$ cat src/rtl/xadc_pkg.sv
// -----------------------------------------------------------------------------
// xadc_pkg : shared DRP widths, FSM state type and XADC register addresses. rev 1.0
// -----------------------------------------------------------------------------
`default_nettype none

package xadc_pkg;

    localparam int DRP_ADDR_W = 7;
    localparam int DRP_DATA_W = 16;

    typedef enum logic [1:0] {
        IDLE  = 2'd0,
        ISSUE = 2'd1,
        WAIT  = 2'd2,
        DONE  = 2'd3
    } drp_state_t;

    localparam logic [DRP_ADDR_W-1:0] ADDR_TEMP   = 7'h00;
    localparam logic [DRP_ADDR_W-1:0] ADDR_VCCINT = 7'h01;
    localparam logic [DRP_ADDR_W-1:0] ADDR_VAUX3  = 7'h13;
    localparam logic [DRP_ADDR_W-1:0] ADDR_CFG0   = 7'h40;

    // Index width that stays legal when only one requester exists.
    function automatic int idx_width(input int n);
        return (n > 1) ? $clog2(n) : 1;
    endfunction

endpackage

`default_nettype wire

$ cat src/rtl/xadc_drp_arbiter_rr_arbiter.sv
// -----------------------------------------------------------------------------
// rr_arbiter : combinational round-robin pick, first set request at or above ptr. rev 1.0
// -----------------------------------------------------------------------------
`default_nettype none

module rr_arbiter
    import xadc_pkg::*;
#(
    parameter int NREQ  = 2,
    parameter int IDX_W = idx_width(NREQ)
) (
    input  logic [NREQ-1:0]  req_i,
    input  logic [IDX_W-1:0] ptr_i,
    output logic             valid_o,
    output logic [NREQ-1:0]  gnt_o,
    output logic [IDX_W-1:0] idx_o
);

    function automatic logic [IDX_W-1:0] wrap_add(input logic [IDX_W-1:0] p, input int k);
        int s;
        s = int'(p) + k;
        if (s >= NREQ) s = s - NREQ;
        return IDX_W'(s);
    endfunction

    always_comb begin
        valid_o = 1'b0;
        gnt_o   = '0;
        idx_o   = '0;
        for (int k = 0; k < NREQ; k++) begin
            if (!valid_o && req_i[wrap_add(ptr_i, k)]) begin
                valid_o                    = 1'b1;
                idx_o                      = wrap_add(ptr_i, k);
                gnt_o[wrap_add(ptr_i, k)]  = 1'b1;
            end
        end
    end

endmodule

`default_nettype wire

$ cat src/rtl/xadc_drp_arbiter.sv
// -----------------------------------------------------------------------------
// xadc_drp_arbiter : shares one XADC DRP among NREQ requesters, one access per handshake. rev 1.0
// -----------------------------------------------------------------------------
`default_nettype none

module xadc_drp_arbiter
    import xadc_pkg::*;
#(
    parameter int NREQ    = 2,
    parameter int TIMEOUT = 64,
    parameter int ADDR_W  = DRP_ADDR_W
) (
    input  logic                                clk,
    input  logic                                rst,
    input  logic [NREQ-1:0]                     req,
    input  logic [NREQ-1:0]                     req_we,
    input  logic [NREQ-1:0][ADDR_W-1:0]         req_addr,
    input  logic [NREQ-1:0][DRP_DATA_W-1:0]     req_wdata,
    output logic [NREQ-1:0]                     ack,
    output logic [DRP_DATA_W-1:0]               rdata,
    output logic                                err,
    output logic                                busy,
    output logic                                drp_den,
    output logic                                drp_dwe,
    output logic [ADDR_W-1:0]                   drp_daddr,
    output logic [DRP_DATA_W-1:0]               drp_di,
    input  logic                                drp_drdy,
    input  logic [DRP_DATA_W-1:0]               drp_do
);

    localparam int                IDX_W    = idx_width(NREQ);
    localparam int                CNT_W    = $clog2(TIMEOUT);
    localparam logic [CNT_W-1:0]  CNT_LAST = CNT_W'(TIMEOUT - 1);
    localparam logic [IDX_W-1:0]  IDX_LAST = IDX_W'(NREQ - 1);

    drp_state_t             state_q, state_d;
    logic [IDX_W-1:0]       rr_q, rr_d;
    logic [IDX_W-1:0]       gidx_q, gidx_d;
    logic [NREQ-1:0]        gnt_q, gnt_d;
    logic                   we_q, we_d;
    logic [CNT_W-1:0]       cnt_q, cnt_d;
    logic [NREQ-1:0]        ack_q, ack_d;
    logic [DRP_DATA_W-1:0]  rdata_q, rdata_d;
    logic                   err_q, err_d;
    logic                   busy_q, busy_d;
    logic                   den_q, den_d;
    logic                   dwe_q, dwe_d;
    logic [ADDR_W-1:0]      daddr_q, daddr_d;
    logic [DRP_DATA_W-1:0]  di_q, di_d;

    logic                   arb_valid;
    logic [NREQ-1:0]        arb_gnt;
    logic [IDX_W-1:0]       arb_idx;

    rr_arbiter #(
        .NREQ   (NREQ),
        .IDX_W  (IDX_W)
    ) u_rr (
        .req_i   (req),
        .ptr_i   (rr_q),
        .valid_o (arb_valid),
        .gnt_o   (arb_gnt),
        .idx_o   (arb_idx)
    );

    always_ff @(posedge clk or posedge rst) begin
        if (rst) begin
            state_q <= IDLE;
            rr_q    <= '0;
            gidx_q  <= '0;
            gnt_q   <= '0;
            we_q    <= 1'b0;
            cnt_q   <= '0;
            ack_q   <= '0;
            rdata_q <= '0;
            err_q   <= 1'b0;
            busy_q  <= 1'b0;
            den_q   <= 1'b0;
            dwe_q   <= 1'b0;
            daddr_q <= '0;
            di_q    <= '0;
        end else begin
            state_q <= state_d;
            rr_q    <= rr_d;
            gidx_q  <= gidx_d;
            gnt_q   <= gnt_d;
            we_q    <= we_d;
            cnt_q   <= cnt_d;
            ack_q   <= ack_d;
            rdata_q <= rdata_d;
            err_q   <= err_d;
            busy_q  <= busy_d;
            den_q   <= den_d;
            dwe_q   <= dwe_d;
            daddr_q <= daddr_d;
            di_q    <= di_d;
        end
    end

    // Outputs are registered, so each one is loaded on the transition into the
    // state where it must be visible (den/dwe/daddr/di on entry to ISSUE, ack on entry to DONE).
    always_comb begin
        state_d = state_q;
        rr_d    = rr_q;
        gidx_d  = gidx_q;
        gnt_d   = gnt_q;
        we_d    = we_q;
        cnt_d   = cnt_q;
        ack_d   = '0;
        rdata_d = rdata_q;
        err_d   = err_q;
        busy_d  = busy_q;
        den_d   = 1'b0;
        dwe_d   = 1'b0;
        daddr_d = daddr_q;
        di_d    = di_q;

        case (state_q)
            IDLE: begin
                if (arb_valid) begin
                    gidx_d  = arb_idx;
                    gnt_d   = arb_gnt;
                    we_d    = req_we[arb_idx];
                    daddr_d = req_addr[arb_idx];
                    di_d    = req_wdata[arb_idx];
                    den_d   = 1'b1;
                    dwe_d   = req_we[arb_idx];
                    busy_d  = 1'b1;
                    state_d = ISSUE;
                end
            end
            ISSUE: begin
                cnt_d   = '0;
                state_d = WAIT;
            end
            WAIT: begin
                if (drp_drdy) begin
                    rdata_d = we_q ? '0 : drp_do;
                    err_d   = 1'b0;
                    ack_d   = gnt_q;
                    state_d = DONE;
                end else if (cnt_q == CNT_LAST) begin
                    rdata_d = '0;
                    err_d   = 1'b1;
                    ack_d   = gnt_q;
                    state_d = DONE;
                end else begin
                    cnt_d = cnt_q + 1'b1;
                end
            end
            DONE: begin
                rr_d    = (gidx_q == IDX_LAST) ? '0 : gidx_q + 1'b1;
                busy_d  = 1'b0;
                state_d = IDLE;
            end
            default: state_d = IDLE;
        endcase
    end

    assign ack       = ack_q;
    assign rdata     = rdata_q;
    assign err       = err_q;
    assign busy      = busy_q;
    assign drp_den   = den_q;
    assign drp_dwe   = dwe_q;
    assign drp_daddr = daddr_q;
    assign drp_di    = di_q;

endmodule

`default_nettype wire

$ cat config.mk
export PLATFORM = sky130hd
export DESIGN_NAME = xadc_drp_arbiter
export DESIGN_NICKNAME = d
export VERILOG_FILES = /design/src/rtl/xadc_pkg.sv /design/src/rtl/xadc_drp_arbiter_rr_arbiter.sv /design/src/rtl/xadc_drp_arbiter.sv
export SDC_FILE = /design/constraint.sdc
export NUM_CORES = 1
export LEC_CHECK = 0
export BUFFER_PORTS_ARGS = -buffer_cell sky130_fd_sc_hd__buf_2
export CORE_ASPECT_RATIO = 1.75
export CORE_MARGIN = 3
export CORE_UTILIZATION = 43
export DETAILED_ROUTE_END_ITERATION = 12
export PLACE_DENSITY = 0.86
export SKIP_LAST_GASP = 1
export SLEW_MARGIN = 20
export SYNTH_ARGS = -nofsm -noshare
export SYNTH_HDL_FRONTEND = slang
export SYNTH_HIERARCHICAL = 1
export SYNTH_SLANG_ARGS = --single-unit
$ cat constraint.sdc
create_clock -name clk -period 1.5 [get_ports clk]
set_input_delay 0.075 -clock clk [delete_from_list [all_inputs] [get_ports clk]]
set_output_delay 0.075 -clock clk [all_outputs]
set_load 0.05 [all_outputs]
Word-level counts from Yosys, hierarchy flattened. Cells that the tools add are included.

Input port bits: 69. Output and inout bits: 45. Word-level logic and storage cells: 96. Flip-flop bits (word level): 58.

Reductions and logical operators: 13. Bitwise gates (word level): 1. Eq/ne operators: 8. Add/sub/neg operators: 5. Multiplexer cells: 46. Magnitude comparators: 9.

Operators with widths (number): 16-bit 2-to-1 mux (5); 1-bit 2-to-1 mux (24); 2-bit 2-to-1 mux (8); 7-bit 2-to-1 mux (2); 6-bit 2-to-1 mux (2); 6-bit one-hot mux with 2 select lines (1); 1-bit by 2-bit less-than comparator with 1-bit output, second input constant (5); 2-bit one-hot mux with 4 select lines (1); 2-bit AND reduction (4); 6-bit by 1-bit adder with 6-bit output, second input constant (1); 6-bit equality test, second input constant (1); 2-bit != test, second input constant (3); 2-bit nonzero test (3); 2-bit equality test, second input constant (2); 1-bit logical AND (3); 3-bit != test, second input constant (1); 3-bit AND reduction (1); 1-bit by 1-bit adder with 2-bit output, second input constant (1); 1-bit demux with 1-bit select (2); 2-bit by 1-bit equality test with 1-bit output, second input constant (1); 1-bit >= comparator, second input constant (2); 1-bit by 2-bit >= comparator with 1-bit output, second input constant (1); 2-bit >= comparator, second input constant (1); 2-bit logical NOT (1); 5 further kinds (6).

Depth between registers and ports, before layout. Gate-level depths: netlist of the first run.

Depth in word-level cells: 14. Mapped depth: 6. Gate-level depth less buffers: 6.

Hierarchy. The synthesis of the first run kept the hierarchy.

Modules (own cells, without submodules): xadc_drp_arbiter (instances 1, cells each 241, sequential area each 1451.4 um^2, area each 2667.6 um^2); rr_arbiter (instances 1, cells each 5, sequential area each 0.0 um^2, area each 32.5 um^2).

Worst setup path before layout of the first run. Ideal clock, no wire load.

Path type: reg2reg. Start: register state_q[0]. End: register cnt_q[5]. Path slack: 0.007 ns. Stages on the path, launching flop included: 6. Clock period less this slack: 1.493 ns. Required time: 1.421 ns. Library setup time: 0.079 ns. Arrival: 1.413 ns. Buffers on the path: 0. Cell sequence: dfrtp_1 -> inv_1 -> ha_1 -> nand2b_2 -> a2111oi_2 -> mux2i_1.

Longest elaborated chain between the ends: 3. Elaborated cells between the ends (all ways): 7. Those cells by class: eq/ne: 4; mux: 1; reduce/logical: 2.

RTL lines: start, declared (RTL line xadc_drp_arbiter.sv:36) `drp_state_t state_q, state_d;`; start signal, assigned (RTL line xadc_drp_arbiter.sv:83) `state_q <= state_d;`; 2-bit equality test or 2-bit by 1-bit equality test with 1-bit output (tied branches) (RTL line xadc_drp_arbiter.sv:118) `case (state_q)`; 2-bit != test (no line) or 2-bit nonzero test (tied branches); 3-bit AND reduction (no line); end signal, assigned (RTL line xadc_drp_arbiter.sv:88) `cnt_q <= cnt_d;`; end, declared (RTL line xadc_drp_arbiter.sv:41) `logic [CNT_W-1:0] cnt_q, cnt_d;`.

Parallel ways exist; a longest one is shown, timed or not. A chain may end at the register's enable or synchronous reset.

Final worst setup path of the first run.
Start: register cnt_q[1]. End: register rdata_q[0], in the netlist rdata[0].

Longest elaborated chain between the ends: 3.

RTL lines: 6-bit equality test (RTL line xadc_drp_arbiter.sv:142) `end else if (cnt_q == CNT_LAST) begin`; 2-bit nonzero test (no line); 2-bit AND reduction (no line); end signal, assigned (RTL line xadc_drp_arbiter.sv:90) `rdata_q <= rdata_d;`; end, declared (RTL line xadc_drp_arbiter.sv:43) `logic [DRP_DATA_W-1:0] rdata_q, rdata_d;`.

Every way passes these cells.

==> flow_metrics.tcl, run 1 <==
set metrics [dict create \
    core.rowCount 37 \
    finalWeightedCongestion 0.733 \
    final.setup.worst_slack_ps 53.5 \
    io_buffer_count 113 \
    min_path_type "in2reg" \
    clock_sinks 58 \
    die_area_um2 7300 \
    grt_setup_unrepaired "true" \
    skew_ps 10.7 \
    netlist_area_um2 2700 \
    final_cells 454 \
    design_power_total_mw 8.90 \
    synth.largest_area_cell "dfrtp_1" \
    drtAntennaViolNets 0 \
    antenna_found_initial 0 \
    drv_cap 0 \
    grt_max_degree 38 \
    num_antenna_cells 0 \
    cellLeakagePower_nw 1.92 \
    finalCritPeriodShare_pct 96.4 \
    drive_gt1_share_pct 44.7 \
    path_clk_slew_ps 70 \
    firstDrtPassIters 4 \
    grt_pass1_wl_mm 10.3 \
    cp-start-kind "flop" \
    start_util_pct 45.2 \
    async_flop_share_pct 100 \
    via_per_inst 5.06 \
    hpwl_mm 4.65 \
    fin_crit_ps 1450 \
    min-delay-start "req_wdata[9]" \
    drtIter0Drc 97 \
    synth.avg_cell_area_um2 11.0 \
    clockRootBuffer "clkbuf_8" \
    place_area_um2 3460 \
    numCtsBuffers 9 \
    path_class "reg2reg" \
    pre_cts_ws_ps -3.92 \
    fin_nets 445 \
    synth_nets 320 \
    core_um2 5970 \
    max_slew_margin_pct 59.8 \
    synth_top_area_share_pct 53.8 \
    synthCells 246 \
    synth_edf_count 0 \
    crit_path_max_fanout 6 \
    finalWirelength_mm 6.43 \
    final-hold-violation-count 0 \
    reg2reg_to "rdata[0]$_DFFE_PP0P_" \
    gr-total-overflow 0 \
    r2r_setup_slack_ps 50 \
    tritoncts "done" \
    post-route-util_pct 63.5 \
    wl_per_cell_um 14.2 \
    power_density_nw_per_um2 2350 \
    timing.hold.ws_ps 28.4 \
    peakVddDrop_uv 1630 \
    die_w_um 65.9 \
    endpoint_kind "flop" \
    rr_worst_depth 4 \
    final_area_um2 3790 \
    die_h_um 111 \
    drc 0 \
    first_global_vias 2341 \
    ios 114 \
    synthFlopType "dfrtp_1" \
    hold_end "drp_di[9]$_DFFE_PP0P_" \
    ys_seq_elements 58 \
    ys_seq_area_share_pct 53.8 \
    slew_viol_final 0 \
    cts_buffer_depth 2 \
    ys_top_cells_by_area "dfrtp_1 54%, mux2i_1 10%, nand2_1 5.7%, o21ai_0 4.6%, nor3b_1 4.4%" \
    track_usage_pct 18.0 \
    setup_tns_ps 0 \
    hold_depth 3 \
    crit_arrival_ps 1660 \
    status "complete, no violations" \
    rr_startpoint "cnt_q[1]$_DFFE_PP0P_" \
    required_ps 1720 \
    h-tree-depth 3 \
    max_freq_mhz 691 \
    yosys_warnings 6 \
    place_inst 435 \
    worst_pin_slew_ps 603 \
    via_count 2295 \
    ys_types 38 \
    area_growth_pct 40.4 \
    setup_viol 0 \
    clk_latency_ps 330 \
]
flip-flops by register name (all words and copies together), names as in the netlist:
name / count
gidx_q: 1
cnt_q: 6
err: 1
state_q: 2
drp_den: 1
rr_q: 1
gnt_q: 2
drp_dwe: 1
busy: 1
we_q: 1
rdata: 16
drp_daddr: 7
drp_di: 16
ack: 2
cells in the mapped netlist, types with 2 or more instances:
cell	number
mux2i_1	28
o21ai_0	25
a31o_1	7
buf_2	5
buf_4	2
nand2b_1	2
ha_1	5
nand2_1	41
clkbuf_1	6
nor2b_1	4
inv_1	8
nor3b_1	16
a31o_2	10
dfrtp_1	58
a21boi_0	6
what timing repair did:
| action | in CTS | in global routing |
|---|---|---|
| endpoints found under the setup margin | 8 | 28 |
| hold buffers | 1 | 0 |
| pin swaps | 1 | 1 |
| cloned | 0 | 2 |
| resized for setup | 3 | 6 |
| buffers inserted | 0 | 0 |
| hold endpoints to repair | 19 | 0 |
per-layer routing:
metal,vias to the layer above,wire length [um],GRT usage (%),share of wire (%)
met1,1082,2290,18.9,36
met3,12,342,3.75,5.3
met2,82,3650,33.3,57
met5,-,0,0,0
li1,1119,-,-,-
met4,0,149,7.48,2.3
cell usage in the layout (no fill, tap or decap), types with 3 or more instances in the layout:
| cell | instances |
|---|---|
| mux2i_1 | 28 |
| clkbuf_8 | 9 |
| dfrtp_1 | 58 |
| nand2_1 | 40 |
| bufinv_16 | 3 |
| buf_12 | 5 |
| buf_2 | 113 |
| a21boi_0 | 5 |
| buf_4 | 8 |
| nand3_4 | 3 |
| a31o_2 | 10 |
| nor2b_1 | 4 |
| inv_1 | 7 |
| clkinv_4 | 3 |
| o21ai_0 | 25 |
| nor3b_1 | 16 |
| a31o_1 | 7 |
where the power goes:
part	total [mW]	internal [mW]	switching (mW)
registers	2.68	2.25	0.434
clock network	1.78	1.12	0.660
logic	4.44	1.30	3.14
cell families after synthesis:
kind of cell | after synthesis | synth area share (%)
adder cells (fa/ha/maj) | 5 | 2.32
AND/OR/NAND/NOR | 74 | 14.6
multiplexers | 28 | 10.4
AO/OA/AOI/OAI | 58 | 14.9
flip-flops | 58 | 53.8
buffers and inverters | 23 | 3.98
layout make-up:
cell class	count	area, um2
sequential	58	1450
multi-input combinational	167	1220
clock buffer	9	124
fill	488	2180
tap	78	97.6
inverter	8	33.8
timing repair buffer	127	736
clock inverter	7	125
worst max-delay path by stage:
stage	endpoint	from	depth (start not counted)
detailed placement	cnt_q[5]$_DFFE_PP0P_	cnt_q[1]$_DFFE_PP0P_	4
floorplan	cnt_q[5]$_DFFE_PP0P_	state_q[0]$_DFFE_PP0P_	5
global route	cnt_q[5]$_DFFE_PP0P_	state_q[0]$_DFFE_PP0P_	5
CTS	cnt_q[5]$_DFFE_PP0P_	cnt_q[1]$_DFFE_PP0P_	4
global placement	cnt_q[5]$_DFFE_PP0P_	cnt_q[0]$_DFFE_PP0P_	4
finish	rdata[0]$_DFFE_PP0P_	cnt_q[1]$_DFFE_PP0P_	4
critical path, cell delays in order, from the launching register on:
cell,delay [ps]
dfrtp_1,410
ha_4,160
and4_4,340
nand3_4,130
a31o_2,300
No activity file was read; power rests on OpenSTA's default activity.
==> run 2: changes to the inputs <==
--- a/config.mk
+++ b/config.mk
@@ -5,12 +5,12 @@
 export SDC_FILE = /design/constraint.sdc
 export NUM_CORES = 1
 export LEC_CHECK = 0
-export BUFFER_PORTS_ARGS = -buffer_cell sky130_fd_sc_hd__buf_2
+export BUFFER_PORTS_ARGS = -buffer_cell sky130_fd_sc_hd__clkbuf_2
 export CORE_ASPECT_RATIO = 1.75
 export CORE_MARGIN = 3
-export CORE_UTILIZATION = 43
+export CORE_UTILIZATION = 48
 export DETAILED_ROUTE_END_ITERATION = 12
-export PLACE_DENSITY = 0.86
+export PLACE_DENSITY = 0.9
 export SKIP_LAST_GASP = 1
 export SLEW_MARGIN = 20
 export SYNTH_ARGS = -nofsm -noshare
==> constraint.sdc (replaced) <==
create_clock -name clk -period 1.45 [get_ports clk]
set_input_delay 0.0725 -clock clk [delete_from_list [all_inputs] [get_ports clk]]
set_output_delay 0.0725 -clock clk [all_outputs]
set_load 0.05 [all_outputs]
==> run 2 against run 1 <==
Sequential power grew 6%. Hold slack gained 14 ps. Non-clock buffer count increased by 4. Fmax shrank 0.16%. Utilization increased by 9.1 points. Critical path depth unchanged. Design area grew 2.3%. Combinational power up 8.3%. Die area is 9.7% lower. Wire length up 1.7%. Largest cell class unchanged.
==> flow_metrics.tcl, run 2 (synthesis gave the netlist of run 1 again) <==
set metrics [dict create \
    status "complete, no violations" \
    finalCritPeriodShare_pct 99.9 \
    finalWeightedCongestion 0.755 \
    timing.hold.ws_ps 42.0 \
    final.setup.worst_slack_ps 1.17 \
    max_freq_mhz 690 \
    antenna_found_initial 0 \
    drv_cap 0 \
    drc 0 \
    numCtsBuffers 9 \
    die_h_um 105 \
    min_path_type "in2reg" \
    finalWirelength_mm 6.54 \
    mostFrequentLayoutCell "clkbuf_2" \
    crit_arrival_ps 1670 \
    slew_viol_final 0 \
    p_clk_share_pct 18.1 \
    clockRootBuffer "clkbuf_8" \
    cellLeakagePower_nw 1.97 \
    grt_setup_unrepaired "true" \
    num_antenna_cells 0 \
    endpoint_kind "flop" \
    skew_ps 5.89 \
    power_density_nw_per_um2 2410 \
    tritoncts "done" \
    comb_power_share_pct 51.5 \
    hpwl_mm 4.64 \
    clk_latency_ps 320 \
    setup_viol 0 \
    grt_max_degree 59 \
    drive_gt1_share_pct 47.1 \
    first_global_vias 2385 \
    clock_sinks 58 \
    fin_crit_ps 1450 \
    max_slew_margin_pct 55.7 \
    start_util_pct 50.5 \
    io_buffer_count 113 \
    h-tree-depth 3 \
    path_clk_slew_ps 70 \
    worst_pin_slew_ps 664 \
    required_ps 1670 \
    core.rowCount 35 \
    sequentialPowerShare_pct 30.4 \
    setup_tns_ps 0 \
    cp-start-kind "flop" \
    fillers 404 \
    p_int_mw 4.87 \
    firstDrtPassIters 3 \
    core_um2 5340 \
    area_growth_pct 43.7 \
    swShare_pct 47.9 \
    via_per_inst 5.04 \
    final-hold-violation-count 0 \
    drtIter0Drc 39 \
    die_area_um2 6600 \
    gr-total-overflow 0 \
    path_class "reg2reg" \
    crit_path_max_fanout 6 \
    pre_cts_ws_ps -90.2 \
    die_w_um 62.7 \
    grt_pass1_wl_mm 10.7 \
    wl_per_cell_um 14.4 \
    peakVddDrop_uv 1410 \
    cts_buffer_depth 2 \
    mostFrequentLayoutCells "113 x clkbuf_2, 58 x dfrtp_1, 40 x nand2_1, 28 x mux2i_1, 24 x o21ai_0" \
    drtAntennaViolNets 0 \
    ios 114 \
    power.switching_mw 4.47 \
    fin_nets 449 \
    track_usage_pct 20.2 \
    via_count 2288 \
]
[run 2: cell types whose count changed in the layout (fill, tap and decap cells not counted), sizes merged]
cell	previous run	this run
buf	126	17
bufinv	3	2
clkbuf	9	125
inv	8	7
clkinv	3	2
[run 2: cell type report]
| cell class | instances | area (um2) | share of cell area, % |
|---|---|---|---|
| Clock buffer | 12 | 155 | 4.00 |
| Inverter | 8 | 33.8 | 0.871 |
| Sequential cell | 58 | 1450 | 37.4 |
| Clock inverter | 4 | 73.8 | 1.90 |
| Tap cell | 74 | 92.6 | 2.39 |
| Multi-Input combinational cell | 167 | 1320 | 34.0 |
| Timing Repair Buffer | 131 | 753 | 19.4 |
[run 2: worst paths after layout]
path                            depth (start not counted)                     to                 start  slack, ps
worst max-delay path                                    4  rdata[10]$_DFFE_PP0P_  cnt_q[1]$_DFFE_PP0P_          1
worst min-delay path                                    3  drp_di[5]$_DFFE_PP0P_          req_wdata[5]         40
worst max register to register                          4  rdata[10]$_DFFE_PP0P_  cnt_q[1]$_DFFE_PP0P_          1
worst min register to register                          2   gnt_q[1]$_DFFE_PP0P_  gnt_q[1]$_DFFE_PP0P_        470
max in group asynchronous                               4     gidx_q$_DFFE_PP0P_                   rst        830
min in group asynchronous                               4   rdata[1]$_DFFE_PP0P_                   rst        370
[run 2: layer usage]
metal	wire length, um	global-route usage (%)	vias to the layer above
li1	-	-	1124
met1	2500	22.1	1067
met2	3550	36.7	87
met3	375	4.26	10
met4	116	9.48	0
met5	0	0	-
[run 2: repair_timing]
action	in CTS	in global routing
endpoints found under the hold margin	58	0
buffers inserted	0	6
setup endpoints to repair	36	47
cloned	0	2
pin swaps	0	9
gates resized for setup	2	24
hold buffers	1	0
[run 2: per-stage QoR]
step	instances	util, %	area, um2	power, mW
global route	454	72.6	3880	9.86
CTS	446	68.9	3680	9.11
finish	454	72.6	3880	9.34
global placement	429	64.2	3430	7.17
detailed placement	429	64.2	3430	7.34
floorplan	246	-	2710	6.08
[run 2: power groups by stage]
stage	clock network, mW	registers (mW)	logic (mW)
after floorplan	0	4.69	1.39
final	1.69	2.83	4.81
after global routing	1.78	2.94	5.13
after CTS	1.72	2.81	4.58
after detailed placement	0	2.81	4.53
after global placement	0	2.78	4.39
[run 2: worst max-delay path, cell delays in order, from the launching register on]
cell and delay, ps:
dfrtp_1 360, ha_2 210, and4_4 340, nand3_4 140
a31o_4 290
